`src/rtl/fetch_sequencer_if.sv`:
```
// rtl/fetch_sequencer_if.sv - fetch sequencer bus: instruction memory, datapath flags/IR, stall
interface fetch_sequencer_if;
  logic        stall;
  logic [18:0] instruction;
  logic        z_flag;
  logic        c_flag;
  logic [11:0] pc_addr;
  logic [18:0] ir;
  logic        ir_valid;
  logic        stack_err;

  modport master (
    input  stall, instruction, z_flag, c_flag,
    output pc_addr, ir, ir_valid, stack_err
  );

  modport slave (
    output stall, instruction, z_flag, c_flag,
    input  pc_addr, ir, ir_valid, stack_err
  );
endinterface

```
`src/rtl/fetch_sequencer.sv`:
```
// rtl/fetch_sequencer.sv - PC, return stack and IR for a 12-bit/19-bit fetch path; option macro STACK_GUARD_EN
module fetch_sequencer #(
  parameter logic [11:0] RESET_PC    = 12'd0,
  parameter int          STACK_DEPTH = 8
) (
  input  logic              clk,
  input  logic              rst,
  fetch_sequencer_if.master bus
);

  localparam int SP_IDX_W = $clog2(STACK_DEPTH);
`ifdef STACK_GUARD_EN
  // One extra bit so sp can reach STACK_DEPTH and full/empty are distinguishable.
  localparam int SP_W = SP_IDX_W + 1;
`else
  // Bare index: sp wraps and the stack behaves as a circular buffer.
  localparam int SP_W = SP_IDX_W;
`endif

  localparam logic [4:0] OP_JMP = 5'b11100;
  localparam logic [4:0] OP_JSB = 5'b11101;
  localparam logic [5:0] OP_RET = 6'b111100;
  localparam logic [2:0] OP_BR  = 3'b101;

  logic [11:0]         pc;
  logic [11:0]         pc1;
  logic [11:0]         next_pc;
  logic [11:0]         br_off;
  logic                br_taken;
  logic [18:0]         ir_q;
  logic                ir_valid_q;
  logic [SP_W-1:0]     sp;
  logic [SP_W-1:0]     sp_next;
  logic                push;
  logic [SP_IDX_W-1:0] wr_idx;
  logic [SP_IDX_W-1:0] rd_idx;
  logic [11:0]         stack [STACK_DEPTH];
`ifdef STACK_GUARD_EN
  logic                err_set;
  logic                stack_err_q;
`endif

  assign wr_idx = sp[SP_IDX_W-1:0];
  assign rd_idx = wr_idx - SP_IDX_W'(1);

  // Decode the word currently on the memory bus into the next PC and stack action.
  always_comb begin
    pc1      = pc + 12'd1;
    next_pc  = pc1;
    push     = 1'b0;
    sp_next  = sp;
    br_taken = 1'b0;
    br_off   = {{4{bus.instruction[7]}}, bus.instruction[7:0]};
`ifdef STACK_GUARD_EN
    err_set  = 1'b0;
`endif
    if (bus.instruction[18:14] == OP_JMP) begin
      next_pc = bus.instruction[11:0];
    end else if (bus.instruction[18:14] == OP_JSB) begin
      next_pc = bus.instruction[11:0];
`ifdef STACK_GUARD_EN
      if (sp == SP_W'(STACK_DEPTH)) begin
        err_set = 1'b1;
      end else begin
        push    = 1'b1;
        sp_next = sp + SP_W'(1);
      end
`else
      push    = 1'b1;
      sp_next = sp + SP_W'(1);
`endif
    end else if (bus.instruction[18:13] == OP_RET) begin
`ifdef STACK_GUARD_EN
      if (sp == '0) begin
        err_set = 1'b1;
      end else begin
        next_pc = stack[rd_idx];
        sp_next = sp - SP_W'(1);
      end
`else
      next_pc = stack[rd_idx];
      sp_next = sp - SP_W'(1);
`endif
    end else if (bus.instruction[18:16] == OP_BR) begin
      case (bus.instruction[15:14])
        2'b00:   br_taken = bus.z_flag;
        2'b01:   br_taken = !bus.z_flag;
        2'b10:   br_taken = bus.c_flag;
        default: br_taken = !bus.c_flag;
      endcase
      if (br_taken) begin
        next_pc = pc1 + br_off;
      end
    end
  end

  // Advance PC, capture IR and update the return stack on every non-stalled edge.
  always_ff @(posedge clk) begin
    if (rst) begin
      pc         <= RESET_PC;
      sp         <= '0;
      ir_q       <= '0;
      ir_valid_q <= 1'b0;
      for (int i = 0; i < STACK_DEPTH; i++) begin
        stack[i] <= '0;
      end
    end else if (bus.stall) begin
      ir_valid_q <= 1'b0;
    end else begin
      pc         <= next_pc;
      sp         <= sp_next;
      ir_q       <= bus.instruction;
      ir_valid_q <= 1'b1;
      if (push) begin
        stack[wr_idx] <= pc1;
      end
    end
  end

`ifdef STACK_GUARD_EN
  // Sticky overflow/underflow flag; only reset clears it.
  always_ff @(posedge clk) begin
    if (rst) begin
      stack_err_q <= 1'b0;
    end else if (!bus.stall && err_set) begin
      stack_err_q <= 1'b1;
    end
  end

  assign bus.stack_err = stack_err_q;
`else
  assign bus.stack_err = 1'b0;
`endif

  assign bus.pc_addr  = pc;
  assign bus.ir       = ir_q;
  assign bus.ir_valid = ir_valid_q;

endmodule

```
`src/flat_wrapper.sv`:
```
// flat-port wrapper written by rule: the top's interface ports become plain ports
module fetch_sequencer_flat 
#(
  parameter logic [11:0] RESET_PC    = 12'd0,
  parameter int          STACK_DEPTH = 8
)
  (clk, rst, bus_stall, bus_instruction, bus_z_flag, bus_c_flag, bus_pc_addr, bus_ir, bus_ir_valid, bus_stack_err);
  fetch_sequencer_if bus_i ();
  input  logic clk;
  input  logic rst;
  input wire logic [$bits(bus_i.stall)-1:0] bus_stall;
  input wire logic [$bits(bus_i.instruction)-1:0] bus_instruction;
  input wire logic [$bits(bus_i.z_flag)-1:0] bus_z_flag;
  input wire logic [$bits(bus_i.c_flag)-1:0] bus_c_flag;
  output wire logic [$bits(bus_i.pc_addr)-1:0] bus_pc_addr;
  output wire logic [$bits(bus_i.ir)-1:0] bus_ir;
  output wire logic [$bits(bus_i.ir_valid)-1:0] bus_ir_valid;
  output wire logic [$bits(bus_i.stack_err)-1:0] bus_stack_err;
  assign bus_i.stall = bus_stall;
  assign bus_i.instruction = bus_instruction;
  assign bus_i.z_flag = bus_z_flag;
  assign bus_i.c_flag = bus_c_flag;
  assign bus_pc_addr = bus_i.pc_addr;
  assign bus_ir = bus_i.ir;
  assign bus_ir_valid = bus_i.ir_valid;
  assign bus_stack_err = bus_i.stack_err;
  fetch_sequencer #(.RESET_PC(RESET_PC), .STACK_DEPTH(STACK_DEPTH)) u_core (.clk(clk), .rst(rst), .bus(bus_i));
endmodule
```
`config.mk`:
```
export PLATFORM = sky130hd
export DESIGN_NAME = fetch_sequencer_flat
export DESIGN_NICKNAME = d
export VERILOG_FILES = /design/src/rtl/fetch_sequencer_if.sv /design/src/rtl/fetch_sequencer.sv /design/src/flat_wrapper.sv
export SDC_FILE = /design/constraint.sdc
export NUM_CORES = 1
export LEC_CHECK = 0
export BUFFER_PORTS_ARGS = -buffer_cell sky130_fd_sc_hd__buf_2
export CORE_ASPECT_RATIO = 1.25
export CORE_MARGIN = 2
export CORE_UTILIZATION = 45
export CTS_CLUSTER_SIZE = 12
export DETAILED_ROUTE_END_ITERATION = 8
export PLACE_DENSITY = 0.69
export RECOVER_POWER = 100
export SETUP_SLACK_MARGIN = 0.02
export SYNTH_ARGS = -nofsm -noshare
export SYNTH_HDL_FRONTEND = slang
export SYNTH_SLANG_ARGS = --single-unit
```
`constraint.sdc`:
```
create_clock -name clk -period 6.45 [get_ports clk]
set_clock_uncertainty 0.2 [all_clocks]
set_input_delay 0.3225 -clock clk [delete_from_list [all_inputs] [get_ports clk]]
set_output_delay 0.3225 -clock clk [all_outputs]
set_load 0.02 [all_outputs]
```
Word-level counts from Yosys, hierarchy flattened

Memory sizes are Yosys's and may differ from the RTL's.
Index checks and enable logic that the tools add are counted.

Equal/unequal tests: 6
Bitwise operators: 2
Multiplexer cells: 24
$add $sub $neg: 4
Reduce and logical (&&, ||, !) cells: 6

Operators with widths:

| kind                  | count |
|---|---|
| $mux 12               | 6 |
| $mux 1                | 14 |
| $add 12x1->12 const B | 1 |
| $add 12x12->12        | 1 |
| $reduce_or 12->1      | 1 |
| $eq 5x5->1 const B    | 2 |
| $mux 3                | 3 |
| $eq 6x6->1 const B    | 1 |
| $add 3x1->3 const B   | 1 |
| $eq 3x3->1 const B    | 1 |
| $pmux 1 s3            | 1 |
| $reduce_and 3->1      | 1 |
| $sub 3x1->3 const B   | 1 |
| $eq 2x1->1 const B    | 1 |
| $eq 2x2->1 const B    | 1 |
| $logic_not 1->1       | 2 |
| $logic_not 2->1       | 1 |
| $not 1->1             | 2 |
| $reduce_bool 2->1     | 1 |

Input port bits: 24
Flip-flop bits (word level): 35
Output and inout port bits: 33
Word-level logic and storage cells: 47
Memories kept: 1
Memory bits (writable): 96

Memory list:

| memory       | depth | bits a word | read ports | clocked after Yosys merged registers in | write ports | line                  | text |
|---|---|---|---|---|---|---|---|
| u_core.stack | 8     | 12          | 1          | 0                                       | 8           | fetch_sequencer.sv:37 | `logic [11:0] stack [STACK_DEPTH];` |

Logic depth before layout (Yosys ltp)

Gate-level depths: netlist (run 1).

Depth after elaboration: 11
Mapped depth: 13
Depth with buffers taken out: 13

Worst setup path after synthesis (run 1)

Ideal clock, no wire load.

Kind: reg2reg
Start point: reg u_core.pc[1] (netlist: u_core.bus.pc_addr[1])
End point: reg u_core.pc[9] (netlist: u_core.bus.pc_addr[9])
Slack: 3.041 ns
Stages on the path, launching flop included: 13
Required time: 6.121 ns
Library setup time: 0.129 ns
Period minus slack after synthesis: 3.409 ns
Buffers on the path: 0
Arrival: 3.080 ns
Cells stage by stage: dfxtp_1 ha_1 nand3_1 xnor2_1 inv_1 ha_1 a21oi_1 o21ai_0 o2111a_1 nor2_1 xnor2_1 a2111oi_0 nor2_1

Word-level cells in the longest chain between the ends: 7

RTL lines:

| item                   | line                   | text |
|---|---|---|
| from (decl)            | fetch_sequencer.sv:25  | `logic [11:0] pc;` |
| from (signal assigned) | fetch_sequencer.sv:110 | `pc <= next_pc;` |
| $add 12x1->12          | fetch_sequencer.sv:48  | `pc1 = pc + 12'd1;` |
| via u_core.pc1[4]      | fetch_sequencer.sv:26  | `logic [11:0] pc1;` |
| $add 12x12->12         | fetch_sequencer.sv:92  | `next_pc = pc1 + br_off;` |
| $mux 12                | fetch_sequencer.sv:91  | `if (br_taken) begin` |
| $mux 12                | fetch_sequencer.sv:84  | `end else if (bus.instruction[18:16] == OP_BR) begin` |
| $mux 12                | fetch_sequencer.sv:72  | `end else if (bus.instruction[18:13] == OP_RET) begin` |
| $mux 12                | fetch_sequencer.sv:59  | `end else if (bus.instruction[18:14] == OP_JSB) begin` |
| $mux 12                | fetch_sequencer.sv:57  | `if (bus.instruction[18:14] == OP_JMP) begin` |

The timed path passes the listed nets, and every way through them passes these cells.
A chain may end at the register's enable or synchronous reset.

Worst setup path after layout (run 1)

Start point: reg u_core.sp[0]
End point: reg u_core.pc[6] (netlist: u_core.bus.pc_addr[6])

Word-level cells in the longest chain between the ends: 5

RTL lines:

| item                   | line                   | text |
|---|---|---|
| from (decl)            | fetch_sequencer.sv:32  | `logic [SP_W-1:0] sp;` |
| from (signal assigned) | fetch_sequencer.sv:111 | `sp <= sp_next;` |
| $sub 3x1->3            | fetch_sequencer.sv:44  | `assign rd_idx = wr_idx - SP_IDX_W'(1);` |
| $mem_v2 8x12           | --                     |  |
| $mux 12                | fetch_sequencer.sv:72  |  |
| $mux 12                | fetch_sequencer.sv:59  |  |
| $mux 12                | fetch_sequencer.sv:57  |  |

No other way between the ends.

==> results of run 1 <==
-- cell usage after synthesis, types with 3 or more instances --
master and instances:
nor3_1 6, buf_2 4, a31oi_1 4, nor2_1 144, a21o_1 6, xor2_1 6
nand2b_1 8, a221oi_1 8, o21ai_0 6, a211oi_1 4, ha_1 17, or3_1 6
xnor2_1 14, nand4_1 3, inv_1 23, edfxtp_1 96, mux4_2 24, o211ai_1 5
a21oi_1 22, nand2_1 36, clkbuf_1 24, o311ai_0 3, dfxtp_1 35, nand3_1 18
mux2i_1 20
-- kinds of logic (layout without fill, tap and decap cells) --
logic type	count (synthesis)	after routing	synth area share
AND/OR/NAND/NOR	233	233	0.155
flip-flops	131	131	0.543
AO/OA/AOI/OAI	77	77	0.0796
buffers and inverters	61	126	0.0440
multiplexers	45	45	0.114
XOR/XNOR	21	21	0.0290
adder cells (fa/ha/maj)	18	18	0.0352
other	1	1	0.000568
-- through the flow --
step	hold WS (ps)	cell area [µm²]	setup WS, ps	util
floorplan	225	6600	3040	-
global placement	269	6950	2470	0.484
detailed placement	278	6950	2360	0.484
CTS	7.81	7620	2340	0.531
global route	14.5	7550	1140	0.526
finish	-9.54	7550	1740	0.526
-- worst max-delay path, cell delays in order (launching register included) --
cell,delay [ps]
dfxtp_2,310
clkbuf_1,1640
inv_1,130
ha_1,660
buf_4,380
mux4_2,350
nand2_1,140
a21oi_1,80
a2111oi_0,510
o22ai_1,160
-- where the power goes --
group	total, W	switching [W]	internal, W
combinational	0.000234	0.000148	0.0000854
clock	0.000954	0.000381	0.000573
sequential	0.000955	0.0000200	0.000935
total	0.00214	0.000549	0.00159
-- cell usage in the layout (no fill, tap or decap), types with 3 or more instances in the layout --
cell / count
mux2i_1: 20
o311ai_0: 3
nand2_1: 36
inv_1: 23
xor2_1: 6
dfxtp_1: 34
clkbuf_16: 17
a221oi_1: 8
or3_1: 6
a21oi_1: 22
nand2b_1: 8
nor2_1: 145
o21ai_0: 8
nand3_1: 18
clkinv_4: 3
nor3_1: 6
edfxtp_1: 96
clkinvlp_4: 5
mux4_2: 24
nand4_1: 3
a211oi_1: 4
a21o_1: 6
xnor2_1: 14
a31oi_1: 4
buf_2: 21
o211ai_1: 5
dlygate4sd3_1: 9
buf_4: 5
ha_1: 17
clkbuf_1: 36
-- metal layers --
layer  track usage  share of wire  up-vias
met5             0              0        -
met2         0.402           0.53      220
li1              -              -     2225
met1         0.268           0.37     2397
met3        0.0470          0.065       45
met4         0.104          0.034        0
-- registers in the layout, indices dropped and copies added, names as in the netlist --
signal,cells
u_core.stack,96
u_core.bus.ir,19
u_core.bus.pc_addr,12
u_core.sp,3
u_core.bus.ir_valid,1
-- final cells by class --
cell class,instances,area (µm²),share of cell area
clock buffer,18,429,0.0568
clock inverter,14,156,0.0207
inverter,24,90.1,0.0119
multi-input combinational,395,2710,0.358
sequential,131,3580,0.475
tap,178,223,0.0295
timing repair buffer,70,364,0.0482
-- final timing paths --
check                                 start                                  to  depth (start not counted)
max               u_core.sp[0]$_SDFFE_PP0P_  u_core.bus.pc_addr[6]$_SDFFE_PP0N_                          9
min                     bus_instruction[13]      u_core.bus.ir[13]$_SDFFE_PP0N_                          3
max reg2reg       u_core.sp[0]$_SDFFE_PP0P_  u_core.bus.pc_addr[6]$_SDFFE_PP0N_                          9
min reg2reg  u_core.bus.ir[10]$_SDFFE_PP0N_      u_core.bus.ir[10]$_SDFFE_PP0N_                          2
==> summary.md, run 1 <==
| Metric | Value |
|---|---|
| Total gr overflow | 0 |
| DRC violations left | 0 |
| Root Buffer | clkbuf_16 |
| Inst Count DP | 789 |
| H-tree depth | 4 |
| Final nets | 681 |
| Final-report hold violation count | 1 |
| Gr usage total | 0.229 |
| Seq/Total Area, Yosys | 0.543 |
| N_diodes | 0 |
| Syn nets | 629 |
| 1st-iter DRT viols | 374 |
| Fmax | 212 MHz |
| Routed vias/inst | 5.89 |
| Drt pass-1 iters | 5 |
| Largest fanout on the critical path | 29 |
| Synth top area share | 0.437 |
| Wirelength, routed | 17,300 µm |
| Worst VDD drop | 0.000200 V |
| Initial Util | 0.460 |
| Finished Layout Cells | 830 |
| Clk slew on worst S/H paths | 60 ps |
| Post-CTS Setup Inserts | 0 |
| Share of layout cells above drive strength 1 | 0.135 |
| Largest net degree at the start of global routing | 50 |
| Vias in the first global route | 4,851 |
| Synth-to-layout area growth | 14.4% |
| Flops & latches, synth | 131 |
| Leakage | 2.80 nW |
| Final antenna-violating net count | 0 |
| Dpl hpwl | 11,500 µm |
| TritonCTS sink count | 131 |
| Hold Buf Count CTS | 9 |
| Post-CTS sizing | 0 |
| CTS tree | done |
| Status | complete, but fails checks |
| CP arrival | 4780 ps |
| Setup violations, final | 0 |
| CP Class | flip-flop to flip-flop |
| FF-to-FF setup slack | 1740 ps |
| CTS Buffer Depth | 2 |
| Synth top area cells | edfxtp_1 (44%), dfxtp_1 (11%), nor2_1 (8.2%) |
| MaxCap Viol Count | 3 |
| CP endpoint kind | flip-flop |
| Cells after Synth | 587 |
| Wire per inst | 20.8 µm |
| Die W | 112 µm |
| Tot Pwr | 0.00214 W |
| # IOs | 57 |
| Failing checks | negative hold slack, max-capacitance violations, max-slew violations |
| Total power density per cell area | 284 nW/µm² |
| Slew HR | -1.22 |
| Fill cells | 1,270 |
| First-pass GRT wire length | 26,900 µm |
| Port Buffers | 55 |
| Slew @ Worst Pin | 3280 ps |
| Via count | 4,887 |
| Critical path required time | 6520 ps |
| Mapped cell area | 6600 µm² |
| Fin crit share | 0.730 |
| Post-synth top flop | edfxtp_1 |
| Post-synth EDFFs | 96 |
| Cell taking the most area after synthesis | edfxtp_1 |
| Worst hold-check path type | input pin to flip-flop |
| Die ar. | 15,700 µm² |
| Clock Latency Late Sink | 420 ps |
| Hold_ws | -9.54 ps |
| Initial antenna violation count | 0 |
| Minimum clock period | 4710 ps |
| Fin Setup TNS | 0 ps |
| RePlAce Congestion | 0.924 |
| RSZ-0062 raised after global routing | false |
| Pins Over Slew Limit | 99 |
| Asr flop ratio synth | 0 |
| Core ar. | 14,300 µm² |
| Die Y | 139 µm |
| CTS Buf Count | 17 |
| CP Launch Type | flip-flop |
| Synthesized area per cell | 11.2 µm² |
| Post-synthesis cell type count | 60 |
| FP Rows | 49 |
| Ys Warns | 0 |
Note: power is estimated with default switching activity, not from simulation.
==> run 2, diff against run 1 <==
==> constraint.sdc (replaced) <==
create_clock -name clk -period 4.7 [get_ports clk]
set_clock_uncertainty 0.2 [all_clocks]
set_input_delay 0.235 -clock clk [delete_from_list [all_inputs] [get_ports clk]]
set_output_delay 0.235 -clock clk [all_outputs]
set_load 0.02 [all_outputs]
==> run 2 against run 1 <==
  * The run now ends clean
  * Sequential cell count unchanged
  * Power up 36%
  * Fmax up 17%
  * Design area up 2.6%
  * Wire length up 4.4%
  * Register-to-register slack worse by 1100 ps
  * First-iteration DRC count up 36%
  * Critical path type unchanged
==> summary.md, run 2 (synthesized netlist as in run 1, its figures left out) <==
| Metric | Value |
|---|---|
| Final antenna-violating net count | 0 (unchanged) |
| Final nets | 707 (+3.8%) |
| CTS Buf Count | 17 (unchanged) |
| TritonCTS sink count | 131 (unchanged) |
| MaxCap Viol Count | 0 (-3) |
| Post-CTS sizing | 0 (unchanged) |
| Switch Pwr | 0.000729 W (+33%) |
| Die ar. | 15,700 µm² (unchanged) |
| Port Buffers | 55 (unchanged) |
| Vias in the first global route | 5,121 (+5.6%) |
| Crit path depth | 12 (+3) |
| Clk network pwr share | 0.437 (-0.008) |
| Total gr overflow | 0 (unchanged) |
| Slew @ Worst Pin | 1070 ps (-2210 ps) |
| Core ar. | 14,300 µm² (unchanged) |
| N_diodes | 0 (unchanged) |
| Gr usage total | 0.235 (+0.00599) |
| FP Rows | 49 (unchanged) |
| Dpl hpwl | 11,700 µm (+1.5%) |
| Most frequent cells in the layout | nor2_1 (144), edfxtp_1 (96), clkbuf_1 (42) |
| FF-to-FF setup slack | 670 ps (-1070 ps) |
| Slew HR | 0.283 (+1.50) |
| Crit path to | u_core.bus.pc_addr[11]$_SDFFE_PP0N_ |
| Crit path max-delay family | simple AND/OR/NAND/NOR gates |
| Die Y | 139 µm (unchanged) |
| Sequential share of power | 0.449 (+0.003) |
| Most flops, register | u_core.stack |
| First-pass GRT wire length | 27,900 µm (+3.4%) |
| DRC violations left | 0 (unchanged) |
| Largest fanout on the critical path | 14 (-52%) |
| CP Launch Type | flip-flop |
| RSZ-0062 raised after global routing | false |
| # IOs | 57 (unchanged) |
| Final-report hold violation count | 0 (-1) |
| Leakage | 2.90 nW (+3.6%) |
| Fmax | 248 MHz (+17%) |
| Share of layout cells above drive strength 1 | 0.143 (+0.00831) |
| Drt pass-1 iters | 5 (unchanged) |
| Fin crit share | 0.858 (+0.128) |
| Critical path required time | 4780 ps (-1740 ps) |
| Cells on worst reg2reg path | 12 (+3) |
| CP Class | flip-flop to flip-flop |
| Initial Util | 0.460 (unchanged) |
| CTS Buffer Depth | 2 (unchanged) |
| Routed vias/inst | 5.79 (-1.6%) |
| Worst VDD drop | 0.000258 V (+29%) |
| Fin Setup TNS | 0 ps (unchanged) |
| Die W | 112 µm (unchanged) |
| Final WS setup | 666 ps (-1070 ps) |
| 1st-iter DRT viols | 510 (+36%) |
| Minimum clock period | 4030 ps (-677 ps) |
| Via count | 4,954 (+1.4%) |
| CP Cell Sequence | ha_1 -> nand3_1 -> nor3_1 -> xnor2_1 -> inv_1 -> ha_1 -> a21o_1 -> or3_1 -> o2111ai_1 -> o2111ai_1 -> o221ai_1 -> o21ai_0 |
| Largest stage delay, worst path | 640 ps (-1000 ps) |
| Place WS | 862 ps (-1500 ps) |
| Gate power share | 0.114 (+0.005) |
| Most common cell after layout, fill and taps aside | nor2_1 |
| CP bufs+invs | 1 (-2) |
| Worst hold-check path type | input pin to flip-flop |
| CP arrival | 4120 ps (-660 ps) |
| Root Buffer | clkbuf_16 |
| Setup crit start | u_core.bus.pc_addr[0]$_SDFFE_PP0N_ |
| Status | finished, final reports clean |
| Switching share of power | 0.250 (-0.00600) |
| Initial antenna violation count | 0 (unchanged) |
| RePlAce Congestion | 0.926 (+0.13%) |
| Crit Reg-Reg Startpoint | u_core.bus.pc_addr[0]$_SDFFE_PP0N_ |
| Pins Over Slew Limit | 0 (-100%) |
| Wire per inst | 21.1 µm (+1.3%) |
| Worst reg2reg endpoint | u_core.bus.pc_addr[11]$_SDFFE_PP0N_ |
| Setup violations, final | 0 (unchanged) |
| CP endpoint kind | flip-flop |
| Total power density per cell area | 376 nW/µm² (+33%) |
| H-tree depth | 4 (unchanged) |
| CTS tree | done |
| Synth-to-layout area growth | 17.4% |
| Slowest stage cell, crit path | dfxtp_1 |
| Wirelength, routed | 18,000 µm (+4.4%) |
| Max reg flops | 96 (unchanged) |
| Largest net degree at the start of global routing | 49 (-2.0%) |
| P_int | 0.00218 W (+37%) |
| Clk slew on worst S/H paths | 60 ps (about the same) |
| Clock Latency Late Sink | 410 ps (about the same) |
run 2: cell types whose count changed in the layout (fill, tap and decap cells not counted), sizes merged:
cell | previous run | this run
clkinv | 5 | 6
clkbuf | 53 | 59
clkinvlp | 5 | 3
dlygate4sd3 | 9 | 20
buf | 26 | 35
run 2: metrics by stage:
step                area, µm²  hold slack, ps  utilization  power, W  cells
floorplan                6600             137            -   0.00155    587
CTS                      7820            18.8        0.545   0.00293    855
finish                   7750            46.1        0.540   0.00291    855
global placement         7060             264        0.492   0.00164    804
detailed placement       7060             280        0.492   0.00165    804
global route             7750            40.6        0.540   0.00301    855
run 2: worst min-delay path by stage:
stage	slack, ps	start	to	cells past startpoint
2_1_floorplan	140	bus_stall	u_core.bus.ir_valid$_SDFF_PP0_	1
3_3_place_gp	260	bus_instruction[12]	u_core.bus.ir[12]$_SDFFE_PP0N_	3
3_5_place_dp	280	u_core.bus.ir[1]$_SDFFE_PP0N_	u_core.bus.ir[1]$_SDFFE_PP0N_	2
4_1_cts	20	rst	u_core.bus.pc_addr[11]$_SDFFE_PP0N_	4
5_1_grt	40	rst	u_core.bus.pc_addr[6]$_SDFFE_PP0N_	4
6_report	50	rst	u_core.bus.pc_addr[11]$_SDFFE_PP0N_	4
run 2: per-layer routing:
metal / wire, µm / vias up / global-route usage
met4: 603 / 0 / 0.104
met3: 1040 / 49 / 0.0392
li1: - / 2272 / -
met1: 6690 / 2411 / 0.262
met5: 0 / - / 0
met2: 9690 / 222 / 0.434
run 2: repair_timing:
action | CTS | global route
buffers inserted | 0 | 0
endpoints found under the hold margin | 23 | 0
hold buffers | 20 | 0
run 2: area by class of cell:
type                       count  area [µm²]
fill                        1232        6600
sequential                   131        3580
multi-input combinational    395        2720
timing repair buffer          96         564
clock buffer                  18         429
tap                          178         223
clock inverter                13         135
inverter                      24        90.1
run 2: worst register-to-register path, cell delays in order (launching register included):
cell and delay (ps):
dfxtp_1 640, ha_1 270, nand3_1 260, nor3_1 300, xnor2_1 440, inv_1 120
ha_1 400, a21o_1 200, or3_1 360, o2111ai_1 260, o2111ai_1 160, o221ai_1 190
o21ai_0 100
run 2: power groups by stage:
stage	logic, W	clock network [W]	registers, W
2_1_floorplan	0.000200	0	0.00135
3_3_place_gp	0.000315	0	0.00133
3_5_place_dp	0.000320	0	0.00133
4_1_cts	0.000336	0.00128	0.00131
5_1_grt	0.000360	0.00134	0.00131
6_report	0.000332	0.00127	0.00131
